===== src/rtl/mem_access_unit_pkg.sv =====
// Shared opcode, state and byte-lane definitions for the load/store stage.
package mem_access_unit_pkg;

    typedef enum logic [5:0] {
        OP_ADDIU = 6'h09,
        OP_LB    = 6'h20,
        OP_LH    = 6'h21,
        OP_LW    = 6'h23,
        OP_LBU   = 6'h24,
        OP_LHU   = 6'h25,
        OP_SB    = 6'h28,
        OP_SH    = 6'h29,
        OP_SW    = 6'h2B
    } opcode_t;

    typedef enum logic [1:0] {
        ST_IDLE   = 2'd0,
        ST_ACCESS = 2'd1,
        ST_DONE   = 2'd2
    } mem_state_t;

    localparam logic [3:0] BE_WORD = 4'b1111;
    localparam logic [3:0] BE_HI   = 4'b1100;
    localparam logic [3:0] BE_LO   = 4'b0011;

    function automatic logic [31:0] sext8(input logic [7:0] b);
        return {{24{b[7]}}, b};
    endfunction

    function automatic logic [31:0] sext16(input logic [15:0] h);
        return {{16{h[15]}}, h};
    endfunction

endpackage


===== src/rtl/mem_access_unit_lane_align.sv =====
// Byte-lane placement for stores, lane extraction/extension for loads,
// and alignment checking. Purely combinational.
module mem_lane_align
    import mem_access_unit_pkg::*;
(
    input  opcode_t     opcode,
    input  logic [1:0]  ea_lo,
    input  logic [31:0] store_data,
    input  logic [31:0] readdata,
    output logic [3:0]  byteenable,
    output logic [31:0] writedata,
    output logic        misaligned,
    output logic [31:0] load_data,
    output logic        is_load,
    output logic        is_store
);

    logic [7:0]  byte_s;
    logic [15:0] half_s;

    // Select the addressed byte and half-word out of the read word
    always_comb begin
        byte_s = readdata[{ea_lo, 3'b000} +: 8];
        if (ea_lo[1]) begin
            half_s = readdata[31:16];
        end else begin
            half_s = readdata[15:0];
        end
    end

    // Decode opcode into lane enables, store placement and load result
    always_comb begin
        byteenable = BE_WORD;
        writedata  = store_data;
        misaligned = 1'b0;
        load_data  = 32'h0000_0000;
        is_load    = 1'b0;
        is_store   = 1'b0;
        case (opcode)
            OP_LW: begin
                is_load    = 1'b1;
                misaligned = (ea_lo != 2'b00);
                load_data  = readdata;
            end
            OP_LH: begin
                is_load    = 1'b1;
                misaligned = ea_lo[0];
                load_data  = sext16(half_s);
            end
            OP_LHU: begin
                is_load    = 1'b1;
                misaligned = ea_lo[0];
                load_data  = {16'h0000, half_s};
            end
            OP_LB: begin
                is_load   = 1'b1;
                load_data = sext8(byte_s);
            end
            OP_LBU: begin
                is_load   = 1'b1;
                load_data = {24'h00_0000, byte_s};
            end
            OP_SW: begin
                is_store   = 1'b1;
                misaligned = (ea_lo != 2'b00);
            end
            OP_SH: begin
                is_store   = 1'b1;
                misaligned = ea_lo[0];
                byteenable = ea_lo[1] ? BE_HI : BE_LO;
                writedata  = {2{store_data[15:0]}};
            end
            OP_SB: begin
                is_store   = 1'b1;
                byteenable = 4'b0001 << ea_lo;
                writedata  = {4{store_data[7:0]}};
            end
            default: begin
                is_load  = 1'b0;
                is_store = 1'b0;
            end
        endcase
    end

endmodule


===== src/rtl/mem_access_unit.sv =====
// Load/store stage: runs one Avalon-style transaction per request with
// waitrequest stalls and returns extended load data for write-back.
module mem_access_unit
    import mem_access_unit_pkg::*;
#(
    parameter int ADDR_W = 32,
    parameter int DATA_W = 32
) (
    input  logic              clk,
    input  logic              reset_i,
    input  logic              start_i,
    input  opcode_t           opcode_i,
    input  logic [ADDR_W-1:0] effective_address_i,
    input  logic [DATA_W-1:0] store_data_i,
    input  logic [4:0]        dest_reg_i,
    output logic [ADDR_W-1:0] address_o,
    output logic              read_o,
    output logic              write_o,
    output logic [DATA_W-1:0] writedata_o,
    output logic [3:0]        byteenable_o,
    input  logic              waitrequest_i,
    input  logic [DATA_W-1:0] readdata_i,
    output logic              busy_o,
    output logic              done_o,
    output logic [DATA_W-1:0] load_data_o,
    output logic              load_we_o,
    output logic [4:0]        dest_reg_o,
    output logic              misaligned_o
);

    mem_state_t        state_r;
    opcode_t           op_r;
    logic [1:0]        ea_lo_r;
    logic [ADDR_W-1:0] address_r;
    logic              read_r;
    logic              write_r;
    logic [DATA_W-1:0] writedata_r;
    logic [3:0]        byteenable_r;
    logic              busy_r;
    logic              done_r;
    logic [DATA_W-1:0] load_data_r;
    logic              load_we_r;
    logic [4:0]        dest_reg_r;
    logic              misaligned_r;

    opcode_t     align_op_s;
    logic [1:0]  align_ea_lo_s;
    logic [3:0]  be_s;
    logic [31:0] wdata_s;
    logic        mis_s;
    logic [31:0] load_s;
    logic        is_load_s;
    logic        is_store_s;

    // The aligner sees the incoming request in IDLE and the latched one after
    always_comb begin
        if (state_r == ST_IDLE) begin
            align_op_s    = opcode_i;
            align_ea_lo_s = effective_address_i[1:0];
        end else begin
            align_op_s    = op_r;
            align_ea_lo_s = ea_lo_r;
        end
    end

    mem_lane_align u_align (
        .opcode     (align_op_s),
        .ea_lo      (align_ea_lo_s),
        .store_data (store_data_i),
        .readdata   (readdata_i),
        .byteenable (be_s),
        .writedata  (wdata_s),
        .misaligned (mis_s),
        .load_data  (load_s),
        .is_load    (is_load_s),
        .is_store   (is_store_s)
    );

    // Transaction FSM; every output is a register updated on state changes
    always_ff @(posedge clk) begin
        if (reset_i) begin
            state_r      <= ST_IDLE;
            op_r         <= OP_ADDIU;
            ea_lo_r      <= 2'b00;
            address_r    <= {ADDR_W{1'b0}};
            read_r       <= 1'b0;
            write_r      <= 1'b0;
            writedata_r  <= {DATA_W{1'b0}};
            byteenable_r <= 4'b0000;
            busy_r       <= 1'b0;
            done_r       <= 1'b0;
            load_data_r  <= {DATA_W{1'b0}};
            load_we_r    <= 1'b0;
            dest_reg_r   <= 5'd0;
            misaligned_r <= 1'b0;
        end else begin
            case (state_r)
                ST_IDLE: begin
                    if (start_i && (is_load_s || is_store_s)) begin
                        op_r         <= opcode_i;
                        ea_lo_r      <= effective_address_i[1:0];
                        address_r    <= {effective_address_i[ADDR_W-1:2], 2'b00};
                        writedata_r  <= wdata_s;
                        byteenable_r <= be_s;
                        dest_reg_r   <= dest_reg_i;
                        busy_r       <= 1'b1;
                        // Misaligned requests skip the bus entirely
                        if (mis_s) begin
                            state_r      <= ST_DONE;
                            done_r       <= 1'b1;
                            misaligned_r <= 1'b1;
                            load_we_r    <= 1'b0;
                        end else begin
                            state_r <= ST_ACCESS;
                            read_r  <= is_load_s;
                            write_r <= is_store_s;
                        end
                    end
                end
                ST_ACCESS: begin
                    if (!waitrequest_i) begin
                        state_r      <= ST_DONE;
                        read_r       <= 1'b0;
                        write_r      <= 1'b0;
                        done_r       <= 1'b1;
                        misaligned_r <= 1'b0;
                        load_we_r    <= is_load_s;
                        if (is_load_s) begin
                            load_data_r <= load_s;
                        end
                    end
                end
                ST_DONE: begin
                    state_r      <= ST_IDLE;
                    busy_r       <= 1'b0;
                    done_r       <= 1'b0;
                    load_we_r    <= 1'b0;
                    misaligned_r <= 1'b0;
                end
                default: begin
                    state_r <= ST_IDLE;
                    read_r  <= 1'b0;
                    write_r <= 1'b0;
                    busy_r  <= 1'b0;
                    done_r  <= 1'b0;
                end
            endcase
        end
    end

    assign address_o    = address_r;
    assign read_o       = read_r;
    assign write_o      = write_r;
    assign writedata_o  = writedata_r;
    assign byteenable_o = byteenable_r;
    assign busy_o       = busy_r;
    assign done_o       = done_r;
    assign load_data_o  = load_data_r;
    assign load_we_o    = load_we_r;
    assign dest_reg_o   = dest_reg_r;
    assign misaligned_o = misaligned_r;

endmodule

===== config.mk =====
export PLATFORM = sky130hd
export DESIGN_NAME = mem_access_unit
export DESIGN_NICKNAME = d
export VERILOG_FILES = /design/src/rtl/mem_access_unit_pkg.sv /design/src/rtl/mem_access_unit_lane_align.sv /design/src/rtl/mem_access_unit.sv
export SDC_FILE = /design/constraint.sdc
export NUM_CORES = 1
export LEC_CHECK = 0
export ABC_CLOCK_PERIOD_IN_PS = 2500
export BUFFER_PORTS_ARGS = -buffer_cell sky130_fd_sc_hd__buf_2
export CAP_MARGIN = 20
export CORE_ASPECT_RATIO = 1.5
export CORE_UTILIZATION = 44
export CTS_CLUSTER_DIAMETER = 150
export CTS_CLUSTER_SIZE = 14
export DETAILED_ROUTE_END_ITERATION = 8
export PLACE_DENSITY = 0.76
export REMOVE_ABC_BUFFERS = 1
export SLEW_MARGIN = 20
export SYNTH_ARGS = -nofsm -noshare
export SYNTH_HDL_FRONTEND = slang
export SYNTH_SLANG_ARGS = --single-unit

===== constraint.sdc =====
create_clock -name clk -period 2.5 [get_ports clk]
set_input_delay 0.375 -clock clk [delete_from_list [all_inputs] [get_ports clk]]
set_output_delay 0.375 -clock clk [all_outputs]
set_load 0.1 [all_outputs]

==> run metrics, run 1 <==
placed instance area 6900 µm²; R2R setup slack 0.13 ns; r2r worst-path depth 9; Synth Instances 659; overall die height 137 µm; final setup TNS 0 ns; cells along the critical path inv_2, ha_4, or3b_4, a221o_1, a211oi_4, buf_12, buf_4, o211ai_1, a21oi_1; Hold Vio Cnt, Final 0; Post-synth EDFFs 0; Initial Util around 46%; vias in the first global route 5401; area grow syn2layout 42.1%; Setup Viol. Count Final 0; startpoint types flop; Worst EP required 2.84 ns; die area 12600 µm²; worst r2r src state_r[1]; DPL Wire Length 12000 µm; clock buffer count from CTS 17; Worst slew margin roughly 65%; # fillers 1031; clock slew at reported path FFs 0.06 ns; Final Max Tran Viols 0; Async SR Flop Fraction 0%; post-synthesis average cell area about 8 µm²; pin count of the biggest net entering global routing 72; post-route cell area 7580 µm²; Vias 5698; slowest stage delay, CP 0.44 ns; # rows 48; Total GRT Usage 26.5%; Critical Path Stages 9; CP bufs+invs 3; die width 91.9 µm; reg2reg end writedata_o[10]; CTS tree yes; predominant post-synthesis flop cell dfxtp_1; CP Capture Type flop; count of max-cap constraint violations 0; Port Buf Inserts ~220; Final Cycle Share a little over nine tenths; fraction of layout cells with a size suffix above 1 35.9%; Max Freq approximately 0.42 GHz; Pre-Repair DR Iteration Count 5; Mapped Area 5340 µm²; Crit. Startpoint state_r[1]; Worst-Skew Late Latency 0.42 ns; Root Driver clkbuf_16; Yosys Warn Count 0; Final Critical Period 2.37 ns; first-pass GRT wire length 26200 µm; Worst Hold Class primary input to flop; CP Max Fanout 12; Vias/cell around 5.4; Crit-path slowest cell a221o_1; routed len/inst 15.8 µm; peak supply drop 0.543 mV; Core Area about 12000 µm²; Lkg Pwr ~0.0033 µW; Worst Path Class, Setup flop to flop; CP delay by family, top compound AO/OA/AOI/OAI gates; residual DRC count 0; routability cong. a little under 0.9; Clock Sinks 119; Cell Pwr Density 1010 nW/µm²; number of synthesized register bits roughly 120; unique cell type count in the Yosys netlist 58; antenna violations before repair 0; Clock Path Buffers 2; worst slew pin tran 0.526 ns; gr ovfl total 0; total number of H-tree levels 4; num ports 222; register area share after synthesis approximately 45%; status complete, no violations; post-route ant nets 0; Critical Path AT ~2.7 ns; final setup skew 0.00897 ns; Post-Route WL around 17000 µm; 1st-iter DRT viols 256; fin nets 1012; Critical Path Sink writedata_o[10]
what timing repair did:
action                                 CTS  global route
setup endpoints to repair               16           116
pin swaps                                1             9
hold buffers                             0             0
gates resized for setup                  4            15
gates cloned                             0             0
endpoints found under the hold margin    0             0
buffers inserted                         0             4
synth_stat cells, types with 4 or more instances:
cell       number  area [µm²]
nor3_1         11        55.1
a22oi_1         9        67.6
nor2b_1         5        31.3
mux2i_1        22         220
a211oi_1       35         263
buf_2          15        75.1
nand2_1       161         604
buf_4           4        30.0
inv_1          12        45.0
o2bb2ai_1       7        61.3
ha_1            4        50.1
o211ai_1       17         128
mux2_2          4        45.0
nand3_1        16        80.1
nor2_1         54         203
a21oi_1        68         340
o21ai_0         6        30.0
a221oi_1        8        70.1
dfxtp_1       119        2380
clkbuf_1       28         105
through the flow:
| stage | hold slack (ns) | setup WS (ns) | power, µW | std cells | util, % |
|---|---|---|---|---|---|
| 6_report | 0.190 | 0.131 | 7630 | 1061 | 65.1 |
| 5_1_grt | 0.182 | -0.00495 | 7980 | 1060 | 65.1 |
| 4_1_cts | 0.182 | 0.0223 | 7560 | 1057 | 64.5 |
| 3_5_place_dp | 0.442 | -0.0249 | 5060 | 1025 | 59.2 |
| 3_3_place_gp | 0.436 | -0.00996 | 5040 | 1025 | 59.2 |
| 2_1_floorplan | 0.440 | -1.52 | 4110 | 610 | - |
layout make-up:
cell class / instances / area [µm²] / area share [%]
inverters: 12 / 45.0 / 0.594
multi-input cells: 479 / 2760 / 36.4
repair buffers: 268 / 1600 / 21.1
clock inverters: 14 / 163 / 2.14
diodes: 1 / 2.50 / 0.0330
well taps: 150 / 188 / 2.47
flip-flops and latches: 119 / 2380 / 31.4
clock buffers: 18 / 439 / 5.79
cells by family after synthesis:
group                    count (synthesis)  share of synthesized area [%]
AND/OR/NAND/NOR                        268                           21.4
AO/OA/AOI/OAI                          178                           22.5
buffers and inverters                   62                           5.00
other                                    1                         0.0703
multiplexers                            27                           5.39
flip-flops                             119                           44.7
adder cells (fa/ha/maj)                  4                          0.938
routing by layer:
metal  up-vias  track usage, %  share of wire (%)
li1       2806               -                  -
met1      2657            28.2                 39
met2       214            48.6                 52
met3        21            8.50                7.4
met4         0            9.72                1.7
met5         -               0                  0
worst reg2reg max path, delay by kind of cell, from the launching register on:
family / cells / cell delay [ns]
DFF: 1 / 0.33
adders and majority gates: 1 / 0.17
and+or+nand+nor: 1 / 0.40
buffers and inverters: 3 / 0.41
AOI/OAI and AO/OA: 4 / 0.99
layout by cell type, fill, tap and decap left out, drive strengths merged, types with 3 or more instances in the layout:
master and count:
a211oi 36, a21oi 70, a221oi 8, a22oi 9, a311oi 3, buf 267
clkbuf 18, clkinv 5, dfxtp 119, ha 4, inv 18, mux2 4
mux2i 22, nand2 161, nand2b 3, nand3 16, nor2 54, nor2b 5
nor3 11, o2111ai 3, o211ai 17, o21ai 8, o22ai 3, o2bb2ai 7
power by group:
part	switching, µW	internal (µW)
sequential	76.4	2040
combinational	2020	1010
clock	957	1520
total	3050	4580
sequential cells by signal, indices dropped and copies added (netlist names):
name          flops
address_o        30
busy_o            1
byteenable_o      4
dest_reg_o        5
done_o            1
ea_lo_r           2
load_data_o      32
load_we_o         1
misaligned_o      1
op_r              6
read_o            1
state_r           2
write_o           1
writedata_o      32
worst min-delay path by stage:
stage	from	end	slack (ns)	cells after the start
after floorplan	ea_lo_r[1]	ea_lo_r[1]	0.44	2
after global placement	writedata_o[14]	writedata_o[14]	0.44	2
after detailed placement	writedata_o[27]	writedata_o[27]	0.44	2
after CTS	effective_address_i[31]	address_o[31]	0.18	3
after global routing	effective_address_i[31]	address_o[31]	0.18	3
final	dest_reg_i[2]	dest_reg_o[2]	0.19	3
Power figures use the tool's default switching activity.
==> run 2, diff against run 1 <==
- ABC_AREA: not set -> 1
==> run metrics, run 2 <==
routability cong. 0.841 (-5.2%); worst r2r src state_r[1]; overall die height 137 µm (+0.41%); CTS tree yes; first-pass GRT wire length 24200 µm (-7.5%); post-route ant nets 0 (unchanged); DPL Wire Length 11000 µm (-8.6%); Post-synth top cells dfxtp_1, nor2_1, o21ai_0, nand2_1, a21oi_1; final setup skew 0.00972 ns (+0.000753 ns); number of synthesized register bits 119 (unchanged); Cell Pwr Density 1190 nW/µm² (+18%); commonest non-fill, non-tap cell in the layout buf_2; Vias/cell 5.12 (-4.6%); cell taking the most area after synthesis dfxtp_1; Max Freq 0.421 GHz (-0.15%); CP Max Fanout 34 (+22); peak supply drop 0.879 mV (+62%); Pre-Repair DR Iteration Count 5 (unchanged); worst slew pin tran 0.633 ns (+0.107 ns); Async SR Flop Fraction 0% (unchanged); fraction of layout cells with a size suffix above 1 35.7% (-0.22 points); hold path start effective_address_i[12]; RSZ-0062 raised after global routing yes; reg2reg end writedata_o[28]; predominant post-synthesis flop cell dfxtp_1; R2R setup slack 0.13 ns (about the same); Worst EP required 2.84 ns (about the same); most numerous cell in the Yosys netlist dfxtp_1; Final Critical Period 2.37 ns (+0.00359 ns); Worst Hold Path EP address_o[12]; clock slew at reported path FFs 0.06 ns (about the same); Place WS 0.0665 ns (+0.0914 ns); antenna cell count 0 (-1); die width 92.3 µm (+0.40%); Port Buf Inserts 219 (unchanged); routed len/inst 14.6 µm (-7.3%); startpoint types flop; Worst Hold Class primary input to flop; Setup Viol. Count Final 0 (unchanged); final worst slack 0.127 ns (-0.00359 ns); Post-Layout Cell Count 1091 (+2.8%); pin count of the biggest net entering global routing 69 (-4.2%); Final Cycle Share 94.9% (+0.14 points); Clock Path Buffers 2 (unchanged); vias in the first global route 5318 (-1.5%); total number of H-tree levels 4 (unchanged); status complete, no violations; Lkg Pwr 0.00367 µW (+12%); most frequent cells in the layout buf_2, dfxtp_1, nor2_1; Critical Path AT 2.71 ns (about the same); antenna violations before repair 0 (unchanged); residual DRC count 0 (unchanged); Power Total 8880 µW (+16%); Final Core Density 62.3% (-2.8 points); num ports 222 (unchanged); Clock Sinks 119 (unchanged); unique cell type count in the Yosys netlist 40 (-31%); # rows 49 (+2.1%); Post-synth EDFFs 0 (unchanged); placed instance area 6610 µm² (-4.1%); Hold Vio Cnt, Final 0 (unchanged); placed insts 1051 (+2.5%); Initial Util 45.0% (-0.80 points); Worst slew margin 57.5% (-7.1 points); 1st-iter DRT viols 196 (-23%); Synth Instances 704 (+6.8%); Worst Path Class, Setup flop to flop; fin nets 1040 (+2.8%); Total GRT Usage 24.2% (-2.3 points); Mapped Area 5380 µm² (+0.82%); Final Max Tran Viols 0 (unchanged); Worst-Skew Late Latency 0.41 ns (about the same); register area share after synthesis 44.3% (-0.36 points); r2r worst-path depth 14 (+5); die area 12700 µm² (+0.80%); Yosys Warn Count 0 (unchanged); cts hold-fix bufs 0 (unchanged); top-area cell type share of the netlist area 44.3% (-0.36 points); Worst Hold Depth 3 (unchanged); post-synthesis average cell area 7.64 µm² (-5.6%); gr ovfl total 0 (unchanged); Vias 5587 (-1.9%); Synth area leaders dfxtp_1, o21ai_0, nor2_1, a21oi_1, nand2_1; Root Driver clkbuf_16; clock buffer count from CTS 17 (unchanged); count of max-cap constraint violations 0 (unchanged); Post-Route WL 16000 µm (-4.6%); CP Capture Type flop; Core Area 12000 µm² (+2.6%); post-route cell area 7450 µm² (-1.8%); area grow syn2layout 38.4%
==> run 2: cell count changes in the layout (fill, tap and decap cells not counted), moves of 20 or more <==
| cell | previous run | this run |
|---|---|---|
| a211oi_1 | 31 | 1 |
| o21ai_0 | 6 | 103 |
| nor2_1 | 54 | 107 |
| o21ai_1 | 2 | 22 |
| nand2_1 | 161 | 89 |
==> run 2: final cells by class <==
class	count	area (µm²)
Fill cell	1134	4510
Multi-Input combinational cell	504	2620
Sequential cell	119	2380
Timing Repair Buffer	249	1430
Clock buffer	19	453
Clock inverter	13	239
Tap cell	153	191
Inverter	34	130
==> run 2: per-stage QoR <==
step	TNS [ns]	hold slack, ns
detailed placement	0	0.451
floorplan	-72.71	0.422
global placement	0	0.443
CTS	0	0.173
global route	-0.146	0.187
finish	0	0.181
==> run 2: worst max-delay path by stage <==
stage	endpoint	depth (start not counted)	slack, ns	startpoint
final	writedata_o[28]	14	0.13	state_r[1]
after global routing	writedata_o[28]	14	-0.08	state_r[1]
after global placement	load_data_o[22]	14	0.13	state_r[0]
after detailed placement	load_data_o[18]	14	0.07	state_r[0]
after floorplan	writedata_o[16]	12	-0.81	state_r[0]
after CTS	load_data_o[18]	14	0.05	state_r[0]
==> run 2: critical path, cell delays in order (launching register included) <==
cell	delay, ns
dfxtp_1	0.38
inv_1	0.08
ha_2	0.21
buf_4	0.17
nand2_1	0.06
nand2_1	0.11
nor2_1	0.12
nand3_1	0.13
nand2_2	0.16
o21bai_4	0.11
nor2_4	0.17
buf_4	0.15
clkbuf_16	0.21
o21ai_1	0.07
a21oi_1	0.16
==> run 2: routing by layer <==
metal	vias to the layer above	GRT usage, %	part of all wire, %
met5	-	0	0
met4	0	12.3	2.6
met3	33	5.57	6.4
met2	203	44.1	52
met1	2543	26.0	39
li1	2808	-	-
==> run 2: what timing repair did <==
item,4_1_cts,5_1_grt
endpoints found under the setup margin,0,103
buffers inserted,0,6
gates resized for setup,0,12
==> run 2: power breakdown <==
part / switching, µW / internal (µW) / total, µW
combinational: 2940 / 756 / 3690
sequential: 138 / 2180 / 2320
clock: 923 / 1940 / 2860
==> run 2: cell families (layout without fill, tap and decap cells) <==
| group | Yosys count | count (layout) | synth area share [%] |
|---|---|---|---|
| AO/OA/AOI/OAI | 232 | 232 | 24.7 |
| adder cells (fa/ha/maj) | 4 | 4 | 0.930 |
| buffers and inverters | 82 | 315 | 7.47 |
| flip-flops | 119 | 119 | 44.3 |
| multiplexers | 7 | 7 | 1.30 |
| other | 1 | 2 | 0.0697 |
| AND/OR/NAND/NOR | 259 | 259 | 21.3 |
==> run 3, diff against run 2 <==
- CORE_UTILIZATION: 44 -> 45
- SETUP_SLACK_MARGIN: not set -> 0.4
- SYNTH_HIERARCHICAL: not set -> 1
==> run metrics, run 3 <==
Post-synth top cells nor2_1, nand2_1, dfxtp_1, o21ai_0, nand3_1; Lkg Pwr 0.00489 µW (+33%); Yosys Warn Count 6 (+6); top-area cell type share of the netlist area 39.7% (-4.6 points); num ports 222 (unchanged); met3 Usage GRT 7.88% (+2.3 points); Worst-Skew Late Latency 0.42 ns (about the same); post-synthesis xor/xnor area fraction 0% (unchanged); unique cell type count in the Yosys netlist 29 (-28%); gr ovfl total 0 (unchanged); placed insts 1273 (+21%); Combinational Power Share 54.8% (+13 points); Clock Sinks 119 (unchanged); area grow syn2layout 53.8%; predominant post-synthesis flop cell dfxtp_1; final worst slack 0.201 ns (+0.0745 ns); total number of H-tree levels 4 (unchanged); worst slew pin tran 0.523 ns (-0.110 ns); pin count of the biggest net entering global routing 64 (-7.2%); cells along the critical path inv_2, ha_4, buf_6, nand2_4, nand2_4, inv_4, nand4_1, o31ai_4, buf_6, o21ai_4, nor2_8, buf_12, buf_12, o21ai_0, nor2_1; status complete, no violations; area fraction in compound gates after synthesis 11.6% (-13 points); GRT met1 Usage 30.8% (+4.9 points); CP Capture Type flop; most numerous cell in the Yosys netlist nor2_1; final setup skew 0.00953 ns (-0.000191 ns); worst r2r src state_r[1]; Clock Path Buffers 2 (unchanged); Worst slew margin 65.4% (+7.9 points); Clock power frac 22.7% (-9.5 points); antenna violations before repair 1 (+1); Port Buf Inserts 219 (unchanged); Synth Instances 919 (+31%); post-synthesis average cell area 6.53 µm² (-15%); Cell Pwr Density 1200 nW/µm² (+0.86%); Vias 7144 (+28%); fraction of layout cells with a size suffix above 1 40.0% (+4.3 points); Post-Layout Cell Count 1348 (+24%); CP Max Fanout 23 (-32%); Final Critical Period 2.30 ns (-0.0745 ns); commonest non-fill, non-tap cell in the layout buf_2; clock buffer count from CTS 17 (unchanged); CTS tree yes; overall die height 143 µm (+4.4%); sw frac 51.6% (+6.6 points); die width 96.3 µm (+4.3%); register area share after synthesis 39.7% (-4.6 points); Root Driver clkbuf_16; count of max-cap constraint violations 0 (unchanged); largest family of logic cells by synthesized area simple AND/OR/NAND/NOR gates; fin nets 1292 (+24%); Pre-Repair DR Iteration Count 5 (unchanged); Worst EP required 2.80 ns (-0.04 ns); Post-Route WL 21900 µm (+37%); Place WS -0.0131 ns (-0.0796 ns); RSZ-0062 raised after global routing yes; final setup TNS 0 ns (unchanged); residual DRC count 0 (unchanged); 1st-iter DRT viols 399 (+100%); Mapped Area 6000 µm² (+12%); number of synthesized register bits 119 (unchanged); peak supply drop 0.870 mV (-0.96%); Power Total 11100 µW (+25%); Seq pwr share 22.5% (-3.7 points); reg2reg end writedata_o[25]; Core Area 13000 µm² (+8.9%); Post-Synth Adder-Cell Area 1.04% (+0.11 points); Final Cycle Share 91.9% (-3.0 points); routability cong. 0.845 (+0.54%); most frequent cells in the layout buf_2, nand2_1, nor2_1; Initial Util 46.1% (+1.1 points); mux contribution to synthesized area 0% (-1.3 points); # rows 51 (+4.1%); slowest stage delay, CP 0.32 ns (-0.06 ns); clock slew at reported path FFs 0.06 ns (about the same); Synth area leaders dfxtp_1, nor2_1, nand2_1, o21ai_0, nand3_1; Vias/cell 5.30 (+3.5%); busiest grt layer met2; cts hold-fix bufs 0 (unchanged); die area 13800 µm² (+8.9%); hold path start effective_address_i[22]; Post-synth EDFFs 0 (unchanged); R2R setup slack 0.20 ns (+0.07 ns); post-route ant nets 0 (unchanged); startpoint types flop; r2r worst-path depth 15 (+1); cell taking the most area after synthesis dfxtp_1; Crit-path slowest cell dfxtp_2; M2 GR Usage 51.7% (+7.6 points); sw power 5720 µW (+43%); Hold Vio Cnt, Final 0 (unchanged); Max Freq 0.435 GHz (+3.2%); Worst Hold Path EP address_o[22]; Worst Hold Class primary input to flop; post-synthesis simple-gate area fraction 37.9% (+17 points); Worst Hold Depth 3 (unchanged); DPL Wire Length 12700 µm (+16%); Critical Path AT 2.60 ns (-0.11 ns); vias in the first global route 6429 (+21%); Internal 5370 µW (+10%); Async SR Flop Fraction 0% (unchanged); Total GRT Usage 29.0% (+4.8 points); Worst Path Class, Setup flop to flop; first-pass GRT wire length 30700 µm (+27%); routed len/inst 16.3 µm (+11%); Final Max Tran Viols 0 (unchanged); Setup Viol. Count Final 0 (unchanged)
-- run 3: worst max path at each step --
stage | depth (start not counted) | endpoint | slack [ns] | startpoint
after floorplan | 13 | op_r[0] | -0.78 | state_r[0]
after global placement | 15 | load_data_o[9] | 0.01 | state_r[1]
after detailed placement | 15 | load_data_o[9] | -0.01 | state_r[1]
after CTS | 16 | byteenable_o[2] | 0.29 | state_r[0]
after global routing | 15 | writedata_o[25] | 0.11 | state_r[1]
final | 15 | writedata_o[25] | 0.20 | state_r[1]
-- run 3: power by group through the flow --
| stage | registers, µW | clock network (µW) | logic (µW) |
|---|---|---|---|
| 2_1_floorplan | 5020 | 0 | 1370 |
| 3_3_place_gp | 2490 | 0 | 5030 |
| 3_5_place_dp | 2490 | 0 | 5060 |
| 4_1_cts | 2470 | 2530 | 5520 |
| 5_1_grt | 2540 | 2620 | 6360 |
| 6_report | 2490 | 2520 | 6080 |
-- run 3: cell type report --
class | count | area, µm²
timing repair buffer | 299 | 2210
timing repair inverter | 2 | 27.5
sequential | 119 | 2380
fill | 1045 | 3790
multi-input combinational | 687 | 3570
tap | 159 | 199
clock inverter | 14 | 175
antenna | 1 | 2.50
inverter | 50 | 231
clock buffer | 17 | 425
-- run 3: cell families (layout without fill, tap and decap cells) --
| kind of cell | after synthesis | in the layout |
|---|---|---|
| compound gates | 135 | 135 |
| fa+ha+maj | 5 | 5 |
| simple gates | 545 | 545 |
| other cells | 1 | 3 |
| buf+inv | 114 | 382 |
| flops | 119 | 119 |
-- run 3: what timing repair did --
action | CTS | global route
setup buffers | 20 | 4
pin swaps | 17 | 16
endpoints found under the hold margin | 0 | 0
endpoints found under the setup margin | 119 | 119
gates cloned | 6 | 13
gates resized for setup | 92 | 140
-- run 3: routing by layer --
layer | share of wire (%) | wire, µm | up-vias
met5 | 0 | 0 | -
met4 | 3.6 | 797 | 0
met3 | 7.8 | 1700 | 68
met2 | 53 | 11600 | 368
met1 | 35 | 7760 | 3266
li1 | - | - | 3442
-- run 3: worst max-delay path: cells and delay by family, from the launching register on --
family | cells | cell delay [ns]
buffers and inverters | 6 | 0.72
AO/OA/AOI/OAI | 3 | 0.51
AND/OR/NAND/NOR | 5 | 0.42
flip-flops | 1 | 0.32
adder cells (fa/ha/maj) | 1 | 0.18
-- run 3: stage by stage --
stage | hold slack, ns | cell area, µm² | utilization (%)
5_1_grt | 0.174 | 9230 | 70.9
3_3_place_gp | 0.451 | 7300 | 56.1
6_report | 0.174 | 9230 | 70.9
3_5_place_dp | 0.453 | 7300 | 56.1
2_1_floorplan | 0.435 | 5620 | -
4_1_cts | 0.166 | 8500 | 65.3
